## src/rtl/sdram_arb_pkg.sv

```systemverilog
// Shared types for the SDRAM port arbiter: FSM states and round-robin source IDs.
// Source ID bit 0 selects read/write, bit 1 selects the video channel.
package sdram_arb_pkg;

    typedef enum logic [2:0] {
        ST_INIT  = 3'd0,
        ST_IDLE  = 3'd1,
        ST_WREQ  = 3'd2,
        ST_WBUSY = 3'd3,
        ST_RREQ  = 3'd4,
        ST_RBUSY = 3'd5
    } state_t;

    typedef enum logic [1:0] {
        SRC_W0 = 2'd0,
        SRC_R0 = 2'd1,
        SRC_W1 = 2'd2,
        SRC_R1 = 2'd3
    } src_t;

    localparam int NUM_SRC = 4;

    function automatic logic src_is_read(input src_t s);
        return s[0];
    endfunction

    function automatic logic src_chan(input src_t s);
        return s[1];
    endfunction

endpackage

```

## src/rtl/sdram_stream_ptr.sv

```systemverilog
// Frame offset pointer for one stream: advances by one burst per completed burst,
// wraps at the frame end, and defers a frame restart that arrives mid-burst.
module sdram_stream_ptr #(
    parameter int          BURST       = 256,
    parameter logic [23:0] FRAME_WORDS = 24'd384000
) (
    input  logic        clk,
    input  logic        rst_n,
    input  logic        frame_start,
    input  logic        busy,
    input  logic        burst_end,
    output logic [23:0] offset
);

    logic        pending;
    logic [23:0] step;

    assign step = offset + 24'(BURST);

    // A restart seen while this stream's address is latched must not disturb it,
    // so it is remembered and applied when the burst completes.
    always_ff @(posedge clk or negedge rst_n) begin
        if (!rst_n) begin
            offset  <= '0;
            pending <= 1'b0;
        end else if (burst_end) begin
            offset  <= (pending || frame_start || step == FRAME_WORDS) ? 24'd0 : step;
            pending <= 1'b0;
        end else if (frame_start) begin
            if (busy)
                pending <= 1'b1;
            else
                offset  <= '0;
        end
    end

endmodule

```

## src/rtl/sdram_port_arb.sv

```systemverilog
// Round-robin arbiter sharing the SDRAM controller write/read ports between two
// video channels (W0,R0,W1,R1); holds the request FSM and the address/select registers.
module sdram_port_arb
    import sdram_arb_pkg::*;
#(
    parameter int          BURST       = 256,
    parameter logic [23:0] FRAME_WORDS = 24'd384000,
    parameter logic [23:0] BASE_CH0    = 24'h000000,
    parameter logic [23:0] BASE_CH1    = 24'h400000
) (
    input  logic        clk,
    input  logic        rst_n,
    input  logic        sdram_init_done,
    input  logic [19:0] wr_level,
    input  logic [19:0] rd_space,
    input  logic [1:0]  rd_en,
    input  logic [1:0]  wr_frame_start,
    input  logic [1:0]  rd_frame_start,
    output logic        sdram_wr_req,
    input  logic        sdram_wr_ack,
    output logic [23:0] sdram_wr_addr,
    output logic [9:0]  sdram_wr_burst,
    output logic        sdram_rd_req,
    input  logic        sdram_rd_ack,
    output logic [23:0] sdram_rd_addr,
    output logic [9:0]  sdram_rd_burst,
    output logic        wr_sel,
    output logic        rd_sel
);

    localparam logic [9:0] BURST_W = 10'(BURST);

    state_t      state, state_nxt;
    src_t        last_src, cur_src, grant_src;
    logic        grant, any_elig, in_flight, burst_done;
    logic [3:0]  elig, busy, burst_end, frame_start;
    logic [23:0] offset [NUM_SRC];
    logic [23:0] grant_addr;

    assign sdram_wr_burst = BURST_W;
    assign sdram_rd_burst = BURST_W;

    assign elig[0] = wr_level[9:0]   >= BURST_W;
    assign elig[1] = rd_en[0] && rd_space[9:0]   >= BURST_W;
    assign elig[2] = wr_level[19:10] >= BURST_W;
    assign elig[3] = rd_en[1] && rd_space[19:10] >= BURST_W;

    assign frame_start = {rd_frame_start[1], wr_frame_start[1], rd_frame_start[0], wr_frame_start[0]};

    // Search starts just after the last grant; i=4 revisits the last source itself.
    always_comb begin
        grant_src = last_src;
        any_elig  = 1'b0;
        for (int i = 1; i <= NUM_SRC; i++) begin
            if (!any_elig && elig[2'(last_src + 2'(i))]) begin
                any_elig  = 1'b1;
                grant_src = src_t'(2'(last_src + 2'(i)));
            end
        end
    end

    always_comb begin
        state_nxt = state;
        grant     = 1'b0;
        case (state)
            ST_INIT:  if (sdram_init_done) state_nxt = ST_IDLE;
            ST_IDLE: begin
                if (!sdram_init_done) begin
                    state_nxt = ST_INIT;
                end else if (any_elig) begin
                    grant     = 1'b1;
                    state_nxt = src_is_read(grant_src) ? ST_RREQ : ST_WREQ;
                end
            end
            ST_WREQ:  if (sdram_wr_ack)  state_nxt = ST_WBUSY;
            ST_WBUSY: if (!sdram_wr_ack) state_nxt = ST_IDLE;
            ST_RREQ:  if (sdram_rd_ack)  state_nxt = ST_RBUSY;
            ST_RBUSY: if (!sdram_rd_ack) state_nxt = ST_IDLE;
            default:  state_nxt = ST_INIT;
        endcase
    end

    assign in_flight  = state inside {ST_WREQ, ST_WBUSY, ST_RREQ, ST_RBUSY};
    assign burst_done = (state == ST_WBUSY && !sdram_wr_ack) || (state == ST_RBUSY && !sdram_rd_ack);
    assign grant_addr = (src_chan(grant_src) ? BASE_CH1 : BASE_CH0) + offset[grant_src];

    for (genvar g = 0; g < NUM_SRC; g++) begin : g_ptr
        assign busy[g]      = (in_flight && cur_src == 2'(g)) || (grant && grant_src == 2'(g));
        assign burst_end[g] = burst_done && cur_src == 2'(g);

        sdram_stream_ptr #(
            .BURST       (BURST),
            .FRAME_WORDS (FRAME_WORDS)
        ) u_ptr (
            .clk         (clk),
            .rst_n       (rst_n),
            .frame_start (frame_start[g]),
            .busy        (busy[g]),
            .burst_end   (burst_end[g]),
            .offset      (offset[g])
        );
    end

    always_ff @(posedge clk or negedge rst_n) begin
        if (!rst_n)
            state <= ST_INIT;
        else
            state <= state_nxt;
    end

    always_ff @(posedge clk or negedge rst_n) begin
        if (!rst_n) begin
            last_src      <= SRC_R1;
            cur_src       <= SRC_W0;
            sdram_wr_req  <= 1'b0;
            sdram_rd_req  <= 1'b0;
            sdram_wr_addr <= '0;
            sdram_rd_addr <= '0;
            wr_sel        <= 1'b0;
            rd_sel        <= 1'b0;
        end else begin
            if (grant) begin
                last_src <= grant_src;
                cur_src  <= grant_src;
                if (src_is_read(grant_src)) begin
                    sdram_rd_req  <= 1'b1;
                    sdram_rd_addr <= grant_addr;
                    rd_sel        <= src_chan(grant_src);
                end else begin
                    sdram_wr_req  <= 1'b1;
                    sdram_wr_addr <= grant_addr;
                    wr_sel        <= src_chan(grant_src);
                end
            end
            if (state == ST_WREQ && sdram_wr_ack) sdram_wr_req <= 1'b0;
            if (state == ST_RREQ && sdram_rd_ack) sdram_rd_req <= 1'b0;
        end
    end

endmodule

```

## config.mk

```make
export PLATFORM = sky130hd
export DESIGN_NAME = sdram_port_arb
export DESIGN_NICKNAME = d
export VERILOG_FILES = /design/src/rtl/sdram_arb_pkg.sv /design/src/rtl/sdram_stream_ptr.sv /design/src/rtl/sdram_port_arb.sv
export SDC_FILE = /design/constraint.sdc
export NUM_CORES = 1
export LEC_CHECK = 0
export ABC_CLOCK_PERIOD_IN_PS = 5500
export CAP_MARGIN = 15
export CORE_MARGIN = 1
export CORE_UTILIZATION = 40
export CTS_BUF_LIST = sky130_fd_sc_hd__clkbuf_16
export DETAILED_ROUTE_END_ITERATION = 6
export SLEW_MARGIN = 20
export SYNTH_ARGS = -nofsm -noshare
export SYNTH_HDL_FRONTEND = slang
export SYNTH_SLANG_ARGS = --single-unit
```

## constraint.sdc

```tcl
create_clock -name clk -period 5.5 [get_ports clk]
set_input_delay 1.1 -clock clk [delete_from_list [all_inputs] [get_ports clk]]
set_output_delay 1.1 -clock clk [all_outputs]
set_load 0.02 [all_outputs]
```

## Word-level counts from Yosys, hierarchy flattened

Index checks and enable logic that the tools add are counted.

| operators by class | value |
|---|---|
| $lt $le $gt $ge | 9 |
| reductions and logical operators | 67 |
| eq/ne operators | 26 |
| add/sub/neg operators | 8 |
| muxes and demuxes | 66 |
| bitwise operators | 2 |

Operator list:

| cell | count |
|---|---|
| $mux W24 | 18 |
| $add A24 B9 Y24 const B | 4 |
| $eq A24 B19 Y1 const B | 4 |
| $bmux W24 S2 | 1 |
| $ge A10 B9 Y1 const B | 4 |
| $mux W1 | 29 |
| $add A23 B24 Y24 | 1 |
| $mux W3 | 8 |
| $reduce_and A2 Y1 | 12 |
| $mux W23 | 1 |
| $reduce_bool A2 Y1 | 11 |
| $logic_and A1 B1 Y1 | 21 |
| $ne A2 B2 Y1 const B | 9 |
| $pmux W3 S6 | 1 |
| $logic_or A1 B1 Y1 | 13 |
| $lt A2 B3 Y1 const B | 4 |
| $bmux W1 S2 | 4 |
| $eq A2 B2 Y1 const B | 4 |
| $mux W2 | 4 |
| $eq A3 B2 Y1 const B | 2 |
| $eq A3 B3 Y1 const B | 2 |
| $reduce_and A6 Y1 | 1 |
| $logic_not A1 Y1 | 5 |
| $add A2 B2 Y2 const B | 2 |
| 11 further kinds | 13 |

| storage, ports and cells | value |
|---|---|
| input bits | 51 |
| word-level logic and storage cells | 195 |
| output and inout port bits | 72 |
| register bits | 159 |

## Logic depth before layout (Yosys ltp)

| logic depth | value |
|---|---|
| depth after elaboration | 22 |
| gate-level depth with buffers | 11 |
| mapped depth without buffers | 9 |

## Hierarchy

From an unflattened synthesis, not the netlist that was laid out.

| second synthesis, totals | value |
|---|---|
| cell total of the unflattened synthesis | 862 |
| area, all modules | 8077.7 µm² |

Modules (own cells, without submodules):

| module | cells an instance | sequential area each (µm²) | area each (µm²) | times used |
|---|---|---|---|---|
| sdram_stream_ptr | 135 | 425.4 | 1194.9 | 4 |
| sdram_port_arb | 322 | 1478.9 | 3298.2 | 1 |

## Least setup slack after synthesis

Ideal clock, no wire load.

| timing path | value |
|---|---|
| path type | input to register |
| start | input rd_space[18] |
| end | register sdram_rd_addr[22] |
| buffers on the path | 2 |
| setup time | 125 ps |
| required time | 5375 ps |
| arrival | 3426 ps |
| cell stages on the path | 10 |
| setup slack | 1950 ps |
| path through | o21ai_0 > o32ai_1 > a211oi_2 > buf_2 > buf_2 > mux2_2 > nand2_1 > o21ai_0 > ha_1 > mux2_2 |

| between the ends | value |
|---|---|
| word-level cells in the longest chain between the ends | 19 |
| elaborated cells on any way between the ends | 34 |
| those cells by class | 1 x add/sub; 1 x order compare; 23 x mux; 1 x bitwise; 8 x reduce/logical |

RTL lines:

| element | line | text |
|---|---|---|
| start: declaration | sdram_port_arb.sv:15 | `input logic [19:0] rd_space,` |
| $ge A10 B9 Y1 * | sdram_port_arb.sv:46 | `assign elig[3] = rd_en[1] && rd_space[19:10] >= BURST_W;` |
| $logic_and A1 B1 Y1 * | sdram_port_arb.sv:46 |  |
| $bmux W1 S2 | sdram_port_arb.sv:55 | `if (!any_elig && elig[2'(last_src + 2'(i))]) begin` |
| $mux W1 (not written as such) | sdram_port_arb.sv:55 |  |
| $mux W1 | sdram_port_arb.sv:55 |  |
| $logic_not A1 Y1 | sdram_port_arb.sv:55 |  |
| $logic_and A1 B1 Y1 | sdram_port_arb.sv:55 |  |
| $mux W1 | sdram_port_arb.sv:55 |  |
| (+3 left out) | -- |  |
| $logic_not A1 Y1 | sdram_port_arb.sv:55 |  |
| $logic_and A1 B1 Y1 | sdram_port_arb.sv:55 |  |
| $mux W2 * | sdram_port_arb.sv:55 |  |
| $not A2 Y3 (not written as such) | sdram_port_arb.sv:85 | `assign grant_addr = (src_chan(grant_src) ? BASE_CH1 : BASE_CH0) + offset[grant_src];` |
| $bmux W24 S2 | sdram_port_arb.sv:85 |  |
| $mux W24 (not written as such) (2 in series) | sdram_port_arb.sv:85 |  |
| $add A23 B24 Y24 * | sdram_port_arb.sv:85 |  |
| via grant_addr[22] | sdram_port_arb.sv:38 | `logic [23:0] grant_addr;` |
| end signal: assignment | sdram_port_arb.sv:127 | `sdram_rd_addr <= grant_addr;` |
| end: declaration | sdram_port_arb.sv:25 | `output logic [23:0] sdram_rd_addr,` |

Mark *: on every way through the listed nets, which the timed path passes. The rest lies on a longest branch. The select of a mux whose other input is x is not followed.
A chain may end at the register's enable or synchronous reset.

## Worst setup path after layout

| timing path | value |
|---|---|
| start | input rd_space[18] |
| end | register sdram_rd_addr[16] |

| between the ends | value |
|---|---|
| word-level cells in the longest chain between the ends | 19 |
| elaborated cells on any way between the ends | 33 |
| those cells by class | 1 x add/sub; 1 x order compare; 22 x mux; 1 x bitwise; 8 x reduce/logical |

RTL lines:

| element | line |
|---|---|
| $ge A10 B9 Y1 * | sdram_port_arb.sv:46 |
| $logic_and A1 B1 Y1 * | sdram_port_arb.sv:46 |
| $bmux W1 S2 | sdram_port_arb.sv:55 |
| $mux W1 (not written as such) | sdram_port_arb.sv:55 |
| $mux W1 | sdram_port_arb.sv:55 |
| $logic_not A1 Y1 | sdram_port_arb.sv:55 |
| $logic_and A1 B1 Y1 | sdram_port_arb.sv:55 |
| $mux W1 | sdram_port_arb.sv:55 |
| (+2 left out) | -- |
| $mux W1 | sdram_port_arb.sv:55 |
| $logic_not A1 Y1 | sdram_port_arb.sv:55 |
| $logic_and A1 B1 Y1 | sdram_port_arb.sv:55 |
| $mux W2 | sdram_port_arb.sv:55 |
| $not A2 Y3 (not written as such) | sdram_port_arb.sv:85 |
| $bmux W24 S2 | sdram_port_arb.sv:85 |
| $mux W24 (not written as such) (2 in series) | sdram_port_arb.sv:85 |
| $add A23 B24 Y24 | sdram_port_arb.sv:85 |

Every way passes the cells marked *; elsewhere a longest branch is shown, timed or not. The select of a mux whose other input is x is not followed.

==> results_dict.tcl <==
set metrics [dict create \
    hold_viol_final 0 \
    violations "DRC" \
    final_antenna_net_count 0 \
    hpwl_um 12900 \
    p_per_area_nw_per_um2 288 \
    yosysSeqAreaShare 0.374 \
    drt-total-wl_um 18800 \
    io_buffer_count 54 \
    min_to "sdram_wr_addr[21]$_DFFE_PN0P_" \
    design_area_um2 8240 \
    status "complete, but fails checks" \
    hp-start "sdram_wr_addr[21]$_DFFE_PN0P_" \
    utilization 0.455 \
    synth_common_cells "131 x nand2_1, 109 x dfrtp_1, 53 x nand3_1, 49 x mux2i_1, 49 x nor2_1" \
    cp.required_ps 5750 \
    setup_viol 0 \
    tns_ps 0 \
    preCtsSetupSlack_ps 1450 \
    netlist_top_cells_area "dfrtp_1 37%, nand2_1 6.6%, mux2i_1 6.6%, buf_4 3.9%, nand3_1 3.6%" \
    drv_slew 0 \
    worst_pin_slew_ps 987 \
    die_w_um 138 \
    ys_async_sr_fraction 1.00 \
    cts.htree.levels 3 \
    worstPathMaxFanout 42 \
    post-route-period-util 0.665 \
    initial_core_util 0.411 \
    arrival_ps 3910 \
    critPathCaptureType "register" \
    critical_path_class "primary input to register" \
    max_cap_violations 0 \
    ys_ff_latch 111 \
    cp-startpoint "rd_space[18]" \
    postCtsResizedCells 0 \
    dp.cells 1094 \
    final.min_clock_period_ps 3660 \
    cts_hold_buf 0 \
    synth-main-ff-cell "dfrtp_1" \
    final_net_count 937 \
    gp_congestion 0.822 \
    rsz0062_at_grt "no" \
    min_path_type "register to register" \
    tritoncts "built" \
    routedWlPerCell_um 16.9 \
    vias 6186 \
    whs_ps 482 \
    clk_pin_slew_ps 80 \
    synth.distinct_cells 77 \
    design.portCount 123 \
    dieArea_um2 19100 \
    hold_depth 2 \
    worst_slack_ps 1840 \
    clock_latency_ps 370 \
    r2r-end "g_ptr[3].u_ptr.offset[14]$_DFFE_PN0P_" \
    diodes 0 \
    grt_first_pass_wirelength_um 31300 \
    clock_sinks 111 \
    netlist_area_um2 7440 \
    syn_to_final_growth_pct 10.8 \
    dieHeight_um 138 \
    place_area_um2 7960 \
    start_kind "primary input" \
    root_buffer "clkbuf_16" \
    syn_inst 865 \
    timing.fmax_ghz 0.273 \
    grt-ovfl-total 0 \
    rows 49 \
    drt_iter0_drc 430 \
    reg2reg_from "g_ptr[3].u_ptr.offset[8]$_DFFE_PN0P_" \
    coreArea_um2 18100 \
    viasPerCell 5.57 \
    grt_pass1_vias 5626 \
    syn_area_per_cell_um2 8.60 \
    synth_edf_count 0 \
    grt_usage 0.206 \
    synth_area_leader_cell "dfrtp_1" \
    instances_no_fill 1110 \
    reg2regPathDepth 8 \
    netlist.area_leader.share 0.367 \
    antenna_found_initial 0 \
    drive_gt1_frac 0.0795 \
    drt_pass1_iterations 7 \
    drc 17 \
    slew-limit-headroom 0.342 \
    ir_worst_vdd_mv 0.162 \
    yosys_warnings 0 \
    yosysMostFrequentCell "nand2_1" \
    post_cts_buffers 0 \
    skew_ps 12.4 \
    r2r_slack_ps 2120 \
    clock_path_buffers 2 \
    power.total_mw 2.38 \
    grt_max_degree 74 \
    leakage_nw 3.74 \
    cts_buffers 9 \
]
==> worst max-delay path by stage <==
stage	endpoint	slack, ps	cells past startpoint
after floorplan	sdram_rd_addr[22]$_DFFE_PN0P_	1950	10
after global placement	sdram_rd_addr[18]$_DFFE_PN0P_	1390	8
after detailed placement	sdram_rd_addr[16]$_DFFE_PN0P_	1450	8
after CTS	sdram_rd_addr[16]$_DFFE_PN0P_	1810	8
after global routing	sdram_wr_addr[23]$_DFFE_PN0P_	1660	11
final	sdram_rd_addr[16]$_DFFE_PN0P_	1840	8
==> registers in the layout, summed over array words and instances, names as in the netlist <==
name / flops
g_ptr.u_ptr.offset: 64
sdram_rd_addr: 16
sdram_wr_addr: 16
g_ptr.u_ptr.pending: 4
state: 3
cur_src: 2
last_src: 2
rd_sel: 1
sdram_rd_req: 1
sdram_wr_req: 1
wr_sel: 1
==> worst max-delay path: stages <==
cell and delay, ps:
clkdlybuf4s50_1 390, o21ai_0 420, o32ai_1 240, a211oi_4 320, buf_12 290, nand2b_1 550, buf_12 230, mux2_2 340
==> layout by cell type (no fill, tap or decap), types with 5 or more instances in the layout <==
master,synthesis,layout
a211o_1,13,13
a21o_1,16,16
a21oi_1,37,37
a31oi_1,7,7
and2_1,6,6
and3_1,14,14
and4_1,8,8
buf_4,39,12
clkbuf_16,0,9
clkdlybuf4s50_1,0,53
conb_1,2,36
dfrtp_1,109,109
ha_1,10,10
inv_1,13,13
mux2_2,20,20
mux2i_1,49,49
nand2_1,131,131
nand2b_1,12,12
nand3_1,53,53
nand3b_1,6,6
nand4_1,19,19
nor2_1,49,49
nor2b_1,9,9
nor3_1,24,24
nor3b_1,9,9
nor4_1,10,10
o211ai_1,5,5
o21a_1,5,5
o21ai_0,29,29
or3_1,19,19
xnor2_1,6,6
==> logic make-up (layout without fill, tap and decap cells) <==
family | Yosys count | in the layout | synth area share
simple gates | 389 | 389 | 0.267
compound gates | 161 | 161 | 0.151
buf+inv | 115 | 97 | 0.0846
flops | 111 | 111 | 0.374
mux | 69 | 69 | 0.0962
fa+ha+maj | 10 | 10 | 0.0168
xor+xnor | 8 | 8 | 0.00942
other cells | 2 | 36 | 0.00101
==> layout make-up <==
class                           instances  area [um^2]
Sequential cell                       111         2780
Timing Repair Buffer                   67          661
Inverter                               14         52.6
Clock inverter                          7         56.3
Tap cell                              229          287
Clock buffer                            9          225
Multi-Input combinational cell        673         4180
Fill cell                            1771         9850
==> report_power, final <==
part	switching [mW]	internal [mW]	total [mW]
logic	0.455	0.297	0.752
registers	0.0834	0.892	0.975
clock network	0.334	0.314	0.648
total	0.873	1.50	2.38
==> per-layer routing <==
| layer | up-vias | part of all wire | GRT usage |
|---|---|---|---|
| met5 | - | 0 | 0 |
| met4 | 0 | 0.021 | 0.0810 |
| met3 | 22 | 0.049 | 0.0242 |
| met2 | 184 | 0.44 | 0.309 |
| met1 | 2916 | 0.49 | 0.301 |
| li1 | 3064 | - | - |
Power figures use the tool's default switching activity.
